File: config.mk
export PLATFORM = sky130hd
export DESIGN_NAME = inst_fetch_unit_flat
export DESIGN_NICKNAME = d
export VERILOG_FILES = /design/src/rtl/cpu_defs.sv /design/src/rtl/inst_fetch_unit_if.sv /design/src/rtl/fetch_queue.sv /design/src/rtl/inst_fetch_unit.sv /design/src/flat_wrapper.sv
export SDC_FILE = /design/constraint.sdc
export NUM_CORES = 1
export LEC_CHECK = 0
export BUFFER_PORTS_ARGS = -buffer_cell sky130_fd_sc_hd__buf_2
export CAP_MARGIN = 30
export CELL_PAD_IN_SITES_DETAIL_PLACEMENT = 0
export CELL_PAD_IN_SITES_GLOBAL_PLACEMENT = 1
export CORE_MARGIN = 5
export CORE_UTILIZATION = 25
export CTS_CLUSTER_DIAMETER = 60
export DETAILED_ROUTE_END_ITERATION = 6
export PLACE_DENSITY_LB_ADDON = 0.1
export SYNTH_ARGS = -nofsm -noshare
export SYNTH_HDL_FRONTEND = slang
export SYNTH_SLANG_ARGS = --single-unit
File: constraint.sdc
create_clock -name clk -period 9.88 [get_ports clk]
set_input_delay 0.494 -clock clk [delete_from_list [all_inputs] [get_ports clk]]
set_output_delay 0.494 -clock clk [all_outputs]
set_load 0.005 [all_outputs]
File: src/rtl/cpu_defs.sv
// Shared definitions for the mycpu_core fetch front end.
//   RESET_PC      : first fetch address after reset
//   SIZE_WORD     : sram-like size code for a 32-bit access
//   fetch_entry_t : one buffered fetch, PC plus returned instruction
package cpu_defs;
    localparam logic [31:0] RESET_PC  = 32'hbfc00000;
    localparam logic [1:0]  SIZE_WORD = 2'b10;

    typedef struct packed {
        logic [31:0] pc;
        logic [31:0] inst;
    } fetch_entry_t;
endpackage

File: src/rtl/inst_fetch_unit_if.sv
// Bundle of the fetch unit's bus-side signals:
//   inst_*  : sram-like instruction port toward the AXI bridge
//   fs_*    : valid/ready delivery of {pc, inst} toward decode
//   redir_* : one-cycle redirect strobe and target from branch/exception logic
// Modport master is the fetch unit; slave is its environment.
interface inst_fetch_unit_if;
    logic        inst_req;
    logic        inst_wr;
    logic [1:0]  inst_size;
    logic [31:0] inst_addr;
    logic [31:0] inst_wdata;
    logic [31:0] inst_rdata;
    logic        inst_addr_ok;
    logic        inst_data_ok;
    logic        fs_valid;
    logic        fs_ready;
    logic [31:0] fs_pc;
    logic [31:0] fs_inst;
    logic        redir_valid;
    logic [31:0] redir_pc;

    modport master (
        output inst_req, inst_wr, inst_size, inst_addr, inst_wdata,
        input  inst_rdata, inst_addr_ok, inst_data_ok,
        output fs_valid, fs_pc, fs_inst,
        input  fs_ready, redir_valid, redir_pc
    );

    modport slave (
        input  inst_req, inst_wr, inst_size, inst_addr, inst_wdata,
        output inst_rdata, inst_addr_ok, inst_data_ok,
        input  fs_valid, fs_pc, fs_inst,
        output fs_ready, redir_valid, redir_pc
    );
endinterface

File: src/rtl/fetch_queue.sv
// In-order fetch buffer: DEPTH entries of {pc, inst, done}.
//   alloc_en/alloc_pc : reserve the next slot for an accepted request
//   fill_en/fill_inst : in-order response lands at the fill pointer
//   fill_drop         : response belongs to a redirected fetch; free its slot only
//   deq_en            : decode consumed the head entry
//   flush             : redirect, every buffered instruction becomes undeliverable
//   full              : in-flight plus buffered entries equal DEPTH
//   inflight          : requests accepted but not yet answered
//   head_done/head_entry : head slot toward decode
module fetch_queue
    import cpu_defs::*;
#(
    parameter int DEPTH = 4,
    localparam int PW = $clog2(DEPTH)
) (
    input  logic         clk,
    input  logic         resetn,
    input  logic         alloc_en,
    input  logic [31:0]  alloc_pc,
    input  logic         fill_en,
    input  logic         fill_drop,
    input  logic [31:0]  fill_inst,
    input  logic         deq_en,
    input  logic         flush,
    output logic         full,
    output logic [PW:0]  inflight,
    output logic         head_done,
    output fetch_entry_t head_entry
);
    logic [PW:0] alloc_ptr_reg, fill_ptr_reg, head_ptr_reg;
    logic [PW:0] alloc_ptr_next, fill_ptr_next, head_ptr_next;

    fetch_entry_t     entry_q [DEPTH];
    logic [DEPTH-1:0] done_q;

    assign alloc_ptr_next = alloc_ptr_reg + (PW+1)'(alloc_en);
    assign fill_ptr_next  = fill_ptr_reg + (PW+1)'(fill_en);

    // Dropped responses sit exactly at the head (nothing deliverable precedes
    // them after a flush), so the head walks along with the fill pointer.
    // A flush parks the head at the fill point: everything before it is gone.
    assign head_ptr_next = flush ? fill_ptr_next
                                 : head_ptr_reg + (PW+1)'(deq_en | (fill_en & fill_drop));

    always_ff @(posedge clk or negedge resetn) begin
        if (!resetn) begin
            alloc_ptr_reg <= '0;
            fill_ptr_reg  <= '0;
            head_ptr_reg  <= '0;
        end else begin
            alloc_ptr_reg <= alloc_ptr_next;
            fill_ptr_reg  <= fill_ptr_next;
            head_ptr_reg  <= head_ptr_next;
        end
    end

    generate
        for (genvar gi = 0; gi < DEPTH; gi++) begin : g_entry
            fetch_entry_t entry_reg;
            logic         done_reg;
            logic         alloc_hit, fill_hit, head_hit;

            assign alloc_hit = alloc_en && (alloc_ptr_reg[PW-1:0] == PW'(gi));
            assign fill_hit  = fill_en  && (fill_ptr_reg[PW-1:0]  == PW'(gi));
            assign head_hit  = deq_en   && (head_ptr_reg[PW-1:0]  == PW'(gi));

            always_ff @(posedge clk or negedge resetn) begin
                if (!resetn) begin
                    entry_reg <= '0;
                    done_reg  <= 1'b0;
                end else begin
                    if (alloc_hit) entry_reg.pc <= alloc_pc;
                    if (fill_hit)  entry_reg.inst <= fill_inst;
                    if (flush)
                        done_reg <= 1'b0;
                    else if (fill_hit && !fill_drop)
                        done_reg <= 1'b1;
                    else if (head_hit)
                        done_reg <= 1'b0;
                end
            end

            assign entry_q[gi] = entry_reg;
            assign done_q[gi]  = done_reg;
        end
    endgenerate

    assign full       = ((alloc_ptr_reg - head_ptr_reg) == (PW+1)'(DEPTH));
    assign inflight   = alloc_ptr_reg - fill_ptr_reg;
    assign head_done  = done_q[head_ptr_reg[PW-1:0]];
    assign head_entry = entry_q[head_ptr_reg[PW-1:0]];
endmodule

File: src/rtl/inst_fetch_unit.sv
// Instruction-fetch front end: PC generation, sram-like word reads, in-order
// buffering of {pc, inst}, and redirect handling with in-flight discard.
//   clk, resetn : clock and asynchronous active-low reset
//   bus         : sram-like port, decode handshake and redirect strobe
module inst_fetch_unit #(
    parameter logic [31:0] RESET_PC = cpu_defs::RESET_PC,
    parameter int          DEPTH    = 4,
    localparam int         PW       = $clog2(DEPTH)
) (
    input  logic              clk,
    input  logic              resetn,
    inst_fetch_unit_if.master bus
);
    logic [31:0] pc_reg, pc_next;
    logic        active_reg;
    logic        pend_reg, pend_next;         // redirect waiting behind a held request
    logic [31:0] pend_pc_reg, pend_pc_next;
    logic [PW:0] discard_reg, discard_next;

    logic                 full, head_done;
    logic [PW:0]          inflight;
    cpu_defs::fetch_entry_t head_entry;
    logic                 inst_req, accept, fill_en, fill_drop, deq_en, held;

    // active_reg keeps the request low through the reset cycle itself.
    assign inst_req  = active_reg & ~full;
    assign accept    = inst_req & bus.inst_addr_ok;
    assign fill_en   = bus.inst_data_ok & (inflight != '0);   // unsolicited data ignored
    assign fill_drop = (discard_reg != '0);
    assign deq_en    = head_done & bus.fs_ready;
    // A pending request must keep its address, so the redirect is deferred.
    assign held      = bus.redir_valid & inst_req & ~bus.inst_addr_ok;

    always_comb begin
        pc_next      = pc_reg;
        pend_next    = pend_reg;
        pend_pc_next = pend_pc_reg;
        discard_next = discard_reg;
        if (bus.redir_valid) begin
            // Everything still outstanding after this edge is stale.
            discard_next = inflight + (PW+1)'(accept) - (PW+1)'(fill_en);
            if (held) begin
                pend_next    = 1'b1;
                pend_pc_next = bus.redir_pc;
            end else begin
                pend_next = 1'b0;
                pc_next   = bus.redir_pc;
            end
        end else begin
            discard_next = discard_reg + (PW+1)'(accept & pend_reg)
                                       - (PW+1)'(fill_en & fill_drop);
            if (accept) begin
                pc_next   = pend_reg ? pend_pc_reg : pc_reg + 32'd4;
                pend_next = 1'b0;
            end
        end
    end

    always_ff @(posedge clk or negedge resetn) begin
        if (!resetn) begin
            pc_reg      <= RESET_PC;
            active_reg  <= 1'b0;
            pend_reg    <= 1'b0;
            pend_pc_reg <= '0;
            discard_reg <= '0;
        end else begin
            pc_reg      <= pc_next;
            active_reg  <= 1'b1;
            pend_reg    <= pend_next;
            pend_pc_reg <= pend_pc_next;
            discard_reg <= discard_next;
        end
    end

    fetch_queue #(.DEPTH(DEPTH)) u_queue (
        .clk        (clk),
        .resetn     (resetn),
        .alloc_en   (accept),
        .alloc_pc   (pc_reg),
        .fill_en    (fill_en),
        .fill_drop  (fill_drop),
        .fill_inst  (bus.inst_rdata),
        .deq_en     (deq_en),
        .flush      (bus.redir_valid),
        .full       (full),
        .inflight   (inflight),
        .head_done  (head_done),
        .head_entry (head_entry)
    );

    assign bus.inst_req   = inst_req;
    assign bus.inst_wr    = 1'b0;
    assign bus.inst_size  = cpu_defs::SIZE_WORD;
    assign bus.inst_addr  = pc_reg & 32'hffff_fffc;
    assign bus.inst_wdata = 32'h0;
    assign bus.fs_valid   = head_done;
    assign bus.fs_pc      = head_entry.pc;
    assign bus.fs_inst    = head_entry.inst;
endmodule

File: src/flat_wrapper.sv
// flat-port wrapper written by rule: the top's interface ports become plain ports
module inst_fetch_unit_flat 
#(
    parameter logic [31:0] RESET_PC = cpu_defs::RESET_PC,
    parameter int          DEPTH    = 4,
    localparam int         PW       = $clog2(DEPTH)
)
  (clk, resetn, bus_inst_req, bus_inst_wr, bus_inst_size, bus_inst_addr, bus_inst_wdata, bus_inst_rdata, bus_inst_addr_ok, bus_inst_data_ok, bus_fs_valid, bus_fs_pc, bus_fs_inst, bus_fs_ready, bus_redir_valid, bus_redir_pc);
  inst_fetch_unit_if bus_i ();
  input  logic clk;
  input  logic resetn;
  output wire logic [$bits(bus_i.inst_req)-1:0] bus_inst_req;
  output wire logic [$bits(bus_i.inst_wr)-1:0] bus_inst_wr;
  output wire logic [$bits(bus_i.inst_size)-1:0] bus_inst_size;
  output wire logic [$bits(bus_i.inst_addr)-1:0] bus_inst_addr;
  output wire logic [$bits(bus_i.inst_wdata)-1:0] bus_inst_wdata;
  input wire logic [$bits(bus_i.inst_rdata)-1:0] bus_inst_rdata;
  input wire logic [$bits(bus_i.inst_addr_ok)-1:0] bus_inst_addr_ok;
  input wire logic [$bits(bus_i.inst_data_ok)-1:0] bus_inst_data_ok;
  output wire logic [$bits(bus_i.fs_valid)-1:0] bus_fs_valid;
  output wire logic [$bits(bus_i.fs_pc)-1:0] bus_fs_pc;
  output wire logic [$bits(bus_i.fs_inst)-1:0] bus_fs_inst;
  input wire logic [$bits(bus_i.fs_ready)-1:0] bus_fs_ready;
  input wire logic [$bits(bus_i.redir_valid)-1:0] bus_redir_valid;
  input wire logic [$bits(bus_i.redir_pc)-1:0] bus_redir_pc;
  assign bus_inst_req = bus_i.inst_req;
  assign bus_inst_wr = bus_i.inst_wr;
  assign bus_inst_size = bus_i.inst_size;
  assign bus_inst_addr = bus_i.inst_addr;
  assign bus_inst_wdata = bus_i.inst_wdata;
  assign bus_i.inst_rdata = bus_inst_rdata;
  assign bus_i.inst_addr_ok = bus_inst_addr_ok;
  assign bus_i.inst_data_ok = bus_inst_data_ok;
  assign bus_fs_valid = bus_i.fs_valid;
  assign bus_fs_pc = bus_i.fs_pc;
  assign bus_fs_inst = bus_i.fs_inst;
  assign bus_i.fs_ready = bus_fs_ready;
  assign bus_i.redir_valid = bus_redir_valid;
  assign bus_i.redir_pc = bus_redir_pc;
  inst_fetch_unit #(.RESET_PC(RESET_PC), .DEPTH(DEPTH)) u_core (.clk(clk), .resetn(resetn), .bus(bus_i));
endmodule
==> qor.yml, run 1 <==
synthesis:
  syn_area_per_cell_um2: 14.1
  syn-cell-area_um2: 16300
  syn_inst: 1154
  seq_area_frac_synth_pct: 51.9
  ys_seq_elements: 338
  synth_enable_flop_cells: 0
  synth.distinct_cells: 58
  async_flop_share_pct: 100
  ys_warn_count: 0
  ys.flop_type: "dfrtp_1"
setup_path:
  crit_path_end_kind: "flop"
  cp_num_buf_inv: 2
  r2r_start: "u_core.u_queue.head_ptr_reg[1]"
  r2r-end: "u_core.discard_reg[2]"
  cp-start-kind: "flop"
  crit_chain: "inv_1 -> ha_1 -> nor2b_1 -> xor2_1 -> o21ai_2 -> inv_2 -> and2_1 -> ha_1 -> fa_1 -> xnor2_1 -> xnor2_1 -> nor2_1 -> a21oi_1"
  r2r_setup_slack_ns: 5.62
  critPathSlowestCell: "dfrtp_4"
  criticalPathCategory: "flop to flop"
  crit_fanout: 32
  rr_worst_depth: 13
  arrival_ns: 4.75
  path_delay_family: "compound AO/OA/AOI/OAI gates"
  cp_data_required_time_ns: 10.37
  max_stage_delay_ns: 0.84
timing:
  setup_viol: 0
  fin_crit_sh_pct: 43.1
  rsz0062_at_grt: "no"
  tns_ns: 0
  skew_ns: 0.0216
  hold_violations: 0
  tightestPinTransition_ns: 0.950
  timing.slew.headroom_pct: 36.5
  fin_crit_ns: 4.26
  final_max_slew_viol_count: 0
  clock.fmax_mhz: 235
floorplan:
  ios: 203
  start_util_pct: 25.3
  rows: 93
  die-area_um2: 70500
  die_h_um: 265
  core_um2: 64600
  die_x_um: 265
power:
  p_leak_nw: 8.40
  power.density_nw_per_um2: 363
  peakVddDrop_mv: 0.136
drt:
  top_layer: "met4"
  post_drt_wl_per_cell_um: 21.5
  route.met2.wl_mm: 23.3
  drc: 0
  first_pass_iters: 4
  drt-total-wl_mm: 46.6
  initialDrtViolationCount: 400
  post_drt_via_cell_ratio: 4.59
  via_count: 9962
  wl_met1_mm: 20.7
  ant_nets: 0
  dr_wl_met3_mm: 1.76
global_route:
  grt_pass1_vias: 11000
  grt_overflow: 0
  grt_pass1_wl_mm: 71.8
  grt_max_degree: 94
  antenna_found_initial: 3
  grt_util_all_layers_pct: 13.1
clock_network:
  clock-sinks: 338
  cts_made_buffers: 48
  cts_root_buf: "clkbuf_16"
  cts_resized: 0
  insertion_delay_ns: 0.57
  cts_buffer_depth: 3
  cts.clk_slew.worst_paths_ns: 0.06
  post_cts_buffers: 0
  cts_tree: "done"
  htree_levels: 2
layout:
  syn2layout_area_growth_pct: 18.7
  largest_reg_flops: 256
  nets: 1363
  finalInstanceArea_um2: 19400
  drive_above_1_share_pct: 48.7
job:
  max_cap_viol_count: 0
worst_hold_path:
  hp-class: "input port to flop"
  hold_end: "u_core.pend_pc_reg[26]"
  hold-path-cell-count: 2
  min-delay-start: "bus_redir_pc[26]"
placed_design:
  port_buffers: 165
  place.detailed.hpwl_mm: 29.5
  gp_congestion: 0.709
  placed_area_um2: 17700
outcome:
  outcome: "completed"
[worst register-to-register path: stages, from the launching register on]
cell and delay (ns):
dfrtp_4 0.84, inv_1 0.15, ha_1 0.21, nor2b_1 0.27
xor2_1 0.15, o21ai_2 0.74, inv_2 0.43, and2_1 0.30
ha_1 0.19, fa_1 0.38, xnor2_1 0.18, xnor2_1 0.14
nor2_1 0.06, a21oi_1 0.14
[cells in the final DEF, fill, tap and decap left out, types with 9 or more instances in the layout]
master,n
o21ai_0,25
nor2_1,13
nand4_1,13
and4_1,9
a22o_1,14
mux2_1,14
ha_1,14
nand2_1,28
nand3_1,18
mux2_4,30
a21oi_1,16
conb_1,38
buf_4,20
o211ai_1,14
inv_1,18
mux4_2,65
buf_2,164
mux2_2,255
o2bb2ai_1,10
dfstp_2,9
dfrtp_1,327
clkbuf_1,13
clkbuf_16,49
[final cells by class]
class | instances | area [um2]
Fill cell | 6624 | 45200
Sequential cell | 338 | 8480
Multi-Input combinational cell | 679 | 7060
Clock buffer | 70 | 1390
Tap cell | 855 | 1070
Timing Repair Buffer | 189 | 1060
Clock inverter | 18 | 245
Inverter | 20 | 75.1
Antenna cell | 1 | 2.50
[cell families (layout without fill, tap and decap cells)]
family,count (synthesis),after routing,share of synthesized area [%]
muxes,366,366,30.4
AOI/OAI and AO/OA,125,125,5.43
and+or+nand+nor,119,119,3.92
DFF,338,338,51.9
adders and majority gates,17,17,1.44
buffers and inverters,173,297,5.95
other,2,39,0.0460
xor gates and xnor gates,14,14,0.890
[worst max-delay path by stage]
stage / from / end / slack (ns) / depth (start not counted)
after detailed placement: u_core.u_queue.head_ptr_reg[0] / u_core.u_queue.entry_q[235] / 5.40 / 8
after global placement: u_core.u_queue.head_ptr_reg[0] / u_core.discard_reg[2] / 5.45 / 12
final: u_core.u_queue.head_ptr_reg[1] / u_core.discard_reg[2] / 5.62 / 13
after CTS: u_core.u_queue.head_ptr_reg[0] / u_core.u_queue.entry_q[231] / 5.37 / 8
after floorplan: u_core.u_queue.head_ptr_reg[1] / u_core.discard_reg[2] / 6.70 / 15
after global routing: u_core.u_queue.head_ptr_reg[1] / u_core.discard_reg[2] / 5.28 / 13
[report_power, final]
part / switching, mW / internal (mW)
logic: 1.12 / 1.49
registers: 0.585 / 2.08
clock network: 0.659 / 1.10
[cell usage after synthesis (8+ instances only)]
cell type,instances,area share (%)
and4_1,9,0.48
mux2_2,255,18
o21ai_0,25,0.77
nor2_1,13,0.30
mux2_4,30,2.8
a21oi_1,16,0.49
buf_1,10,0.23
a22o_1,14,0.75
buf_4,70,3.2
dfstp_2,9,1.4
nand3_1,23,0.71
mux4_2,65,9.0
nand4_1,13,0.50
ha_1,14,1.1
mux2_1,14,0.97
o2bb2ai_1,10,0.54
nand2_1,28,0.64
a22oi_1,8,0.37
dfrtp_1,329,50
clkbuf_1,41,0.94
xnor2_1,8,0.43
o211ai_1,14,0.64
buf_2,28,0.86
inv_1,18,0.41
[per-layer routing]
| layer | track usage (%) | vias up |
|---|---|---|
| li1 | - | 4440 |
| met2 | 22.3 | 181 |
| met5 | 0 | - |
| met1 | 17.4 | 5269 |
| met4 | 3.20 | 0 |
| met3 | 2.51 | 72 |
[repair_timing]
action / in CTS / in global routing
hold buffers: 1 / 0
endpoints found under the hold margin: 49 / 0
endpoints found under the setup margin: 0 / 0
[per-stage QoR]
step / utilization [%] / power [mW] / cells / hold slack [ns] / worst slack [ns]
4_1_cts: 30.0 / 7.21 / 2168 / 0.119 / 5.37
5_1_grt: 30.0 / 7.55 / 2169 / 0.140 / 5.28
6_report: 30.0 / 7.04 / 2170 / 0.169 / 5.62
3_5_place_dp: 27.4 / 5.38 / 2079 / 0.471 / 5.40
3_3_place_gp: 27.4 / 5.35 / 2077 / 0.466 / 5.45
2_1_floorplan: - / 4.40 / 1190 / 0.198 / 6.70
Note: power is estimated with default switching activity, not from simulation.
==> run 2: changes to the inputs <==
==> constraint.sdc (replaced) <==
create_clock -name clk -period 3.8 [get_ports clk]
set_input_delay 0.19 -clock clk [delete_from_list [all_inputs] [get_ports clk]]
set_output_delay 0.19 -clock clk [all_outputs]
set_load 0.005 [all_outputs]
==> run 2 against run 1 <==
Sequential power grew to 2.5 times the previous value. Combinational power grew to 2.7 times the previous value. Cell count is 3.3% higher. Largest cell class unchanged. Clock power rose to 2.5 times the previous value. Register-to-register slack worse by 5.2 ns. Global-route usage grew 0.11 points. Hold slack worse by 0.071 ns.
==> qor.yml, run 2 (synthesized netlist as in run 1, its figures left out) <==
outcome:
  outcome: "completed"  # unchanged
setup_path:
  path_delay_family: "adder cells"  # was compound AO/OA/AOI/OAI gates
  crit_chain: "inv_1 -> fa_1 -> xor3_1 -> o21ai_1 -> nor2_1 -> ha_1 -> inv_1 -> ha_1 -> fa_1 -> xnor2_1 -> xnor2_1 -> nor2_1 -> a21oi_1"  # was inv_1 -> ha_1 -> nor2b_1 -> xor2_1 -> o21ai_2 -> inv_2 -> and2_1 -> ha_1 -> fa_1 -> xnor2_1 -> xnor2_1 -> nor2_1 -> a21oi_1
  crit_path_start: "u_core.u_queue.alloc_ptr_reg[1]"  # was u_core.u_queue.head_ptr_reg[1]
  arrival_ns: 3.82  # was 4.75 ns
  max_stage_delay_ns: 0.48  # was 0.84 ns
  crit_path_end_kind: "flop"  # unchanged
  cp-start-kind: "flop"  # unchanged
  cp_data_required_time_ns: 4.29  # was 10.37 ns
  criticalPathCategory: "flop to flop"  # unchanged
  crit_fanout: 4  # was 32
  cp_num_buf_inv: 2  # unchanged
  r2r_start: "u_core.u_queue.alloc_ptr_reg[1]"  # was u_core.u_queue.head_ptr_reg[1]
  critPathSlowestCell: "fa_1"  # was dfrtp_4
drt:
  drt-total-wl_mm: 47.1  # was 46.6 mm
  initialDrtViolationCount: 445  # was 400
  post_drt_wl_per_cell_um: 21.0  # was 21.5 um
  ant_nets: 0  # unchanged
  via_count: 10200  # was 9962
  first_pass_iters: 4  # unchanged
  drc: 0  # unchanged
  post_drt_via_cell_ratio: 4.55  # was 4.59
worst_hold_path:
  hp-class: "input port to flop"  # unchanged
  min-delay-start: "bus_redir_valid"  # was bus_redir_pc[26]
placed_design:
  place.detailed.hpwl_mm: 30.0  # was 29.5 mm
  port_buffers: 165  # unchanged
  placed_area_um2: 17900  # was 17700 um2
  gp_congestion: 0.720  # was 0.709
power:
  peakVddDrop_mv: 0.377  # was 0.136 mV
  p_leak_nw: 8.74  # was 8.40 nW
  power.density_nw_per_um2: 907  # was 363 nW/um2
timing:
  tightestPinTransition_ns: 0.980  # was 0.950 ns
  rsz0062_at_grt: "no"  # unchanged
  tns_ns: 0  # unchanged
  fin_crit_sh_pct: 87.8  # was 43.1%
  fin_crit_ns: 3.34  # was 4.26 ns
  hold_violations: 0  # unchanged
  final_max_slew_viol_count: 0  # unchanged
  clock.fmax_mhz: 300  # was 235 MHz
  setup_viol: 0  # unchanged
  skew_ns: 0.0295  # was 0.0216 ns
  whs_ns: 0.0977  # was 0.169 ns
  timing.slew.headroom_pct: 34.7  # was 36.5%
job:
  max_cap_viol_count: 0  # unchanged
global_route:
  top_usage_layer: "met2"  # unchanged
  grt_overflow: 0  # unchanged
  gr-usage-met2_pct: 22.1  # was 22.3%
  met1_usage_pct: 17.3  # was 17.4%
  grt_pass1_wl_mm: 72.6  # was 71.8 mm
  grtUsageMet3_pct: 2.79  # was 2.51%
  grt_pass1_vias: 11300  # was 11000
  antenna_found_initial: 2  # was 3
  grt_util_all_layers_pct: 13.3  # was 13.1%
  grt_max_degree: 87  # was 94
floorplan:
  die_x_um: 265  # unchanged
  start_util_pct: 25.3  # unchanged
  rows: 93  # unchanged
  die-area_um2: 70500  # unchanged
  core_um2: 64600  # unchanged
  die_h_um: 265  # unchanged
  ios: 203  # unchanged
clock_network:
  cts_resized: 0  # unchanged
  cts_buffer_depth: 3  # unchanged
  hold_buffers: 67  # was 1
  cts_made_buffers: 49  # was 48
  post_cts_buffers: 0  # unchanged
  cts_tree: "done"  # unchanged
  cts.clk_slew.worst_paths_ns: 0.05  # was 0.06 ns
  cts_root_buf: "clkbuf_16"  # unchanged
  clock-sinks: 338  # unchanged
  htree_levels: 2  # unchanged
  insertion_delay_ns: 0.58  # was 0.57 ns
layout:
  seq_area_um2: 8480  # unchanged
  multi_input_area_um2: 7060  # unchanged
  final_util_pct: 31.1  # was 30.0%
  largest_reg_flops: 256  # unchanged
  final_common_cell: "dfrtp_1"  # unchanged
  final_cell_mix: "dfrtp_1 (327), mux2_2 (255), buf_2 (164), dlygate4sd3_1 (67), mux4_2 (65)"  # was dfrtp_1 (327), mux2_2 (255), buf_2 (164), mux4_2 (65), clkbuf_16 (49)
  nets: 1441  # was 1363
  fillCellCount: 6522  # was 6624
  finalInstanceArea_um2: 20100  # was 19400 um2
  syn2layout_area_growth_pct: 23.2  # was 18.7%
  drive_above_1_share_pct: 47.0  # was 48.7%
==> run 2: final timing paths <==
check	to	cells after the start	slack (ns)
min in group asynchronous	u_core.u_queue.entry_q[103]	2	0.22
worst min register to register	u_core.u_queue.entry_q[36]	1	0.48
worst max register to register	u_core.discard_reg[2]	13	0.46
max in group asynchronous	u_core.u_queue.entry_q[135]	3	2.67
worst min-delay path	u_core.u_queue.head_ptr_reg[2]	3	0.1
worst max-delay path	u_core.discard_reg[2]	13	0.46
==> run 2: report_power, final <==
part           switching (mW)  internal, mW  total (mW)  leakage (nW)
Clock                    1.72          2.67        4.40         0.764
Combinational            3.06          4.00        7.06          3.89
Sequential               1.36          5.42        6.77          4.09
Total                    6.14          12.1        18.2          8.74
==> run 2: area by class of cell <==
type | count | share of cell area [%]
sequential | 338 | 42.2
multi-input combinational | 679 | 35.1
timing repair buffer | 266 | 9.26
clock buffer | 63 | 6.82
tap | 855 | 5.32
clock inverter | 20 | 0.909
inverter | 20 | 0.374
antenna | 1 | 0.0125
==> run 2: worst reg2reg max path, cell delays in order, from the launching register on <==
cell     delay (ns)
dfrtp_1        0.43
inv_1          0.18
fa_1           0.48
xor3_1         0.41
o21ai_1        0.25
nor2_1         0.10
ha_1           0.30
inv_1          0.04
ha_1           0.20
fa_1           0.37
xnor2_1        0.18
xnor2_1        0.14
nor2_1         0.05
a21oi_1        0.12
==> run 2: routing by layer <==
layer  wire (um)  vias to the layer above
met3        2160                       67
met2       23100                      187
met1       20600                     5349
met5           0                        -
li1            -                     4590
met4        1220                        0
==> run 2: through the flow <==
stage	worst slack (ns)	power, mW	instances
2_1_floorplan	0.618	11.4	1190
3_3_place_gp	0.476	14.0	2091
3_5_place_dp	0.493	14.1	2091
4_1_cts	0.447	18.7	2241
5_1_grt	0.241	19.5	2241
6_report	0.462	18.2	2242
==> run 3: changes to the inputs <==
--- a/config.mk
+++ b/config.mk
@@ -5,6 +5,7 @@
 export SDC_FILE = /design/constraint.sdc
 export NUM_CORES = 1
 export LEC_CHECK = 0
+export ABC_AREA = 1
 export BUFFER_PORTS_ARGS = -buffer_cell sky130_fd_sc_hd__buf_2
 export CAP_MARGIN = 30
 export CELL_PAD_IN_SITES_DETAIL_PLACEMENT = 0
==> constraint.sdc (replaced) <==
create_clock -name clk -period 3.8 [get_ports clk]
set_input_delay 0.19 -clock clk [delete_from_list [all_inputs] [get_ports clk]]
set_output_delay 0.19 -clock clk [all_outputs]
set_load 0.05 [all_outputs]
==> run 3 against run 2 <==
Sequential power shrank 3.7%. Fmax is 4.9% higher. Global-route usage grew 1.8 points. Synthesized cell count increased by 80%. Via count grew 33%. Clock power increased by 1%. Combinational power up 21%. Non-clock buffer count is 6 lower. Hold slack better by 0.014 ns. Critical path type unchanged. Largest cell class unchanged.
==> qor.yml, run 3 <==
synthesis:
  ys_top_cells_by_area: "dfrtp_1 (50%), nand2_1 (19%), o21ai_0 (6.0%)"  # was dfrtp_1 (50%), mux2_2 (18%), mux4_2 (9.0%)
  ys_seq_elements: 338  # unchanged
  synthTopCellsByCount: "nand2_1 (862), dfrtp_1 (329), o21ai_0 (200)"  # was dfrtp_1 (329), mux2_2 (255), buf_4 (70)
  seq_area_frac_synth_pct: 50.9  # was 51.9%
  ys.flop_type: "dfrtp_1"  # unchanged
  synth_top_cell_area_share_pct: 49.5  # was 50.5%
  syn-cell-area_um2: 16600  # was 16300 um2
  synth.distinct_cells: 34  # was 58
  synth_enable_flop_cells: 0  # unchanged
  syn_area_per_cell_um2: 8.01  # was 14.1 um2
  ys_warn_count: 0  # unchanged
  synth_most_common_cell: "nand2_1"  # was dfrtp_1
  syn_inst: 2076  # was 1154
  synth_top_area_cell: "dfrtp_1"  # unchanged
  async_flop_share_pct: 100  # unchanged
timing:
  fin_ws_ns: 0.619  # was 0.462 ns
  timing.slew.headroom_pct: 39.9  # was 34.7%
  rsz0062_at_grt: "no"  # unchanged
  setup_viol: 0  # unchanged
  skew_ns: 0.0247  # was 0.0295 ns
  fin_crit_sh_pct: 83.7  # was 87.8%
  final_max_slew_viol_count: 0  # unchanged
  fin_crit_ns: 3.18  # was 3.34 ns
  clock.fmax_mhz: 314  # was 300 MHz
  tightestPinTransition_ns: 0.901  # was 0.980 ns
  hold_violations: 0  # unchanged
  tns_ns: 0  # unchanged
clock_network:
  insertion_delay_ns: 0.58  # about the same
  cts_buffer_depth: 3  # unchanged
  cts_root_buf: "clkbuf_16"  # unchanged
  clock-sinks: 338  # unchanged
  cts.clk_slew.worst_paths_ns: 0.06  # was 0.05 ns
  htree_levels: 2  # unchanged
  cts_tree: "done"  # unchanged
  cts_made_buffers: 46  # was 49
drt:
  via_count: 13600  # was 10200
  dr_wl_met3_mm: 2.14  # was 2.16 mm
  top_layer: "met4"  # unchanged
  ant_nets: 0  # unchanged
  initialDrtViolationCount: 903  # was 445
  drt-total-wl_mm: 54.9  # was 47.1 mm
  post_drt_wl_per_cell_um: 17.6  # was 21.0 um
  wl_met1_mm: 25.7  # was 20.6 mm
  first_pass_iters: 7  # was 4
  drc: 0  # unchanged
  route.met2.wl_mm: 26.1  # was 23.1 mm
  post_drt_via_cell_ratio: 4.35  # was 4.55
floorplan:
  die_x_um: 268  # was 265 um
  core_um2: 65900  # was 64600 um2
  rows: 94  # was 93
  die-area_um2: 71800  # was 70500 um2
  die_h_um: 268  # was 265 um
  ios: 203  # unchanged
  start_util_pct: 25.2  # was 25.3%
global_route:
  antenna_found_initial: 0  # was 2
  grt_max_degree: 104  # was 87
  grt_pass1_vias: 13600  # was 11300
  grt_pass1_wl_mm: 85.1  # was 72.6 mm
  grt_overflow: 0  # unchanged
  grt_util_all_layers_pct: 15.1  # was 13.3%
power:
  p_total_mw: 19.5  # was 18.2 mW
  sw_frac_of_total_pct: 47.9  # was 33.7%
  power.density_nw_per_um2: 973  # was 907 nW/um2
  clockPowerShare_pct: 22.8  # was 24.1%
  p_comb_share_pct: 43.8  # was 38.7%
  peakVddDrop_mv: 0.367  # was 0.377 mV
  p_sw_mw: 9.35  # was 6.14 mW
  power.internal_mw: 10.2  # was 12.1 mW
  p_leak_nw: 10.2  # was 8.74 nW
  seqPwrFrac_pct: 33.4  # was 37.2%
layout:
  largest_reg_flops: 256  # unchanged
  drive_above_1_share_pct: 13.7  # was 47.0%
  finalInstanceArea_um2: 20100  # about the same
  nets: 2310  # was 1441
  final_cell_mix: "nand2_1 (862), dfrtp_1 (329), o21ai_0 (200), buf_2 (164), inv_1 (133)"  # was dfrtp_1 (327), mux2_2 (255), buf_2 (164), dlygate4sd3_1 (67), mux4_2 (65)
  fillCellCount: 7133  # was 6522
  final_common_cell: "nand2_1"  # was dfrtp_1
  num_antenna_cells: 0  # was 1
  syn2layout_area_growth_pct: 20.6  # was 23.2%
setup_path:
  crit_fanout: 8  # was 4
  criticalPathCategory: "flop to flop"  # unchanged
  r2r_setup_slack_ns: 0.62  # was 0.46 ns
  cp_data_required_time_ns: 4.25  # was 4.29 ns
  arrival_ns: 3.63  # was 3.82 ns
  crit_path_end_kind: "flop"  # unchanged
  cp-start-kind: "flop"  # unchanged
worst_hold_path:
  hp-class: "input port to flop"  # unchanged
placed_design:
  gp_congestion: 0.721  # was 0.720
  placed_area_um2: 17800  # was 17900 um2
  port_buffers: 165  # unchanged
  place.detailed.hpwl_mm: 34.5  # was 30.0 mm
  preCtsSetupSlack_ns: 0.631  # was 0.493 ns
job:
  max_cap_viol_count: 0  # unchanged
outcome:
  outcome: "completed"  # unchanged
[run 3: cell families (layout without fill, tap and decap cells)]
logic type | after synthesis | after routing | synth area share, %
other cells | 2 | 38 | 0.0452
fa+ha+maj | 17 | 17 | 1.41
compound gates | 319 | 319 | 11.2
buf+inv | 339 | 488 | 10.4
xor+xnor | 16 | 16 | 0.843
simple gates | 1045 | 1045 | 25.2
flops | 338 | 338 | 50.9
[run 3: what timing repair did]
item	in CTS	in global routing
gates resized for setup	0	0
setup buffers	0	0
hold buffers	66	0
hold endpoints to repair	266	0
[run 3: worst paths after layout]
check | cells after the start | startpoint | to
setup / recovery | 16 | u_core.u_queue.alloc_ptr_reg[0] | u_core.discard_reg[2]
hold reg to reg | 2 | u_core.u_queue.entry_q[124] | u_core.u_queue.entry_q[124]
hold / removal | 3 | bus_redir_valid | u_core.discard_reg[0]
min in group asynchronous | 2 | resetn | u_core.u_queue.entry_q[87]
setup reg to reg | 16 | u_core.u_queue.alloc_ptr_reg[0] | u_core.discard_reg[2]
max in group asynchronous | 3 | resetn | u_core.u_queue.entry_q[121]
[run 3: per-layer routing]
metal	global-route usage, %	vias up
met5	0	-
met4	3.36	0
met3	2.23	57
met2	25.4	239
met1	20.8	6515
li1	-	6780
[run 3: area by class of cell]
type | instances | area, um2 | area share, %
flip-flops and latches | 338 | 8470 | 42.2
clock inverters | 18 | 209 | 1.04
inverters | 142 | 536 | 2.67
well taps | 864 | 1080 | 5.39
repair buffers | 260 | 1800 | 8.98
clock buffers | 68 | 1360 | 6.80
multi-input cells | 1435 | 6600 | 32.9
[run 3: worst max-delay path: stages, from the launching register on]
cell	delay [ns]
dfrtp_1	0.36
inv_2	0.11
ha_1	0.23
fa_1	0.58
nand2_1	0.07
inv_1	0.05
nand3_1	0.07
nand2_1	0.13
inv_2	0.11
ha_1	0.29
inv_1	0.04
ha_1	0.18
fa_1	0.38
xor2_1	0.18
xor2_1	0.17
nand2_1	0.06
nand2_1	0.05
[run 3: through the flow]
step | hold slack, ns | instances | utilization (%)
after floorplan | -0.106 | 2112 | -
after global placement | 0.340 | 2973 | 27.1
after detailed placement | 0.343 | 2973 | 27.1
after CTS | 0.0546 | 3125 | 30.5
after global routing | 0.118 | 3125 | 30.5
final | 0.112 | 3125 | 30.5
[run 3: power by group through the flow]
stage | Clock (mW) | Combinational [mW] | Sequential, mW
4_1_cts | 4.63 | 8.77 | 6.53
3_5_place_dp | 0 | 8.69 | 6.58
2_1_floorplan | 0 | 6.83 | 5.93
3_3_place_gp | 0 | 8.62 | 6.54
6_report | 4.45 | 8.55 | 6.52
5_1_grt | 4.76 | 9.53 | 6.74
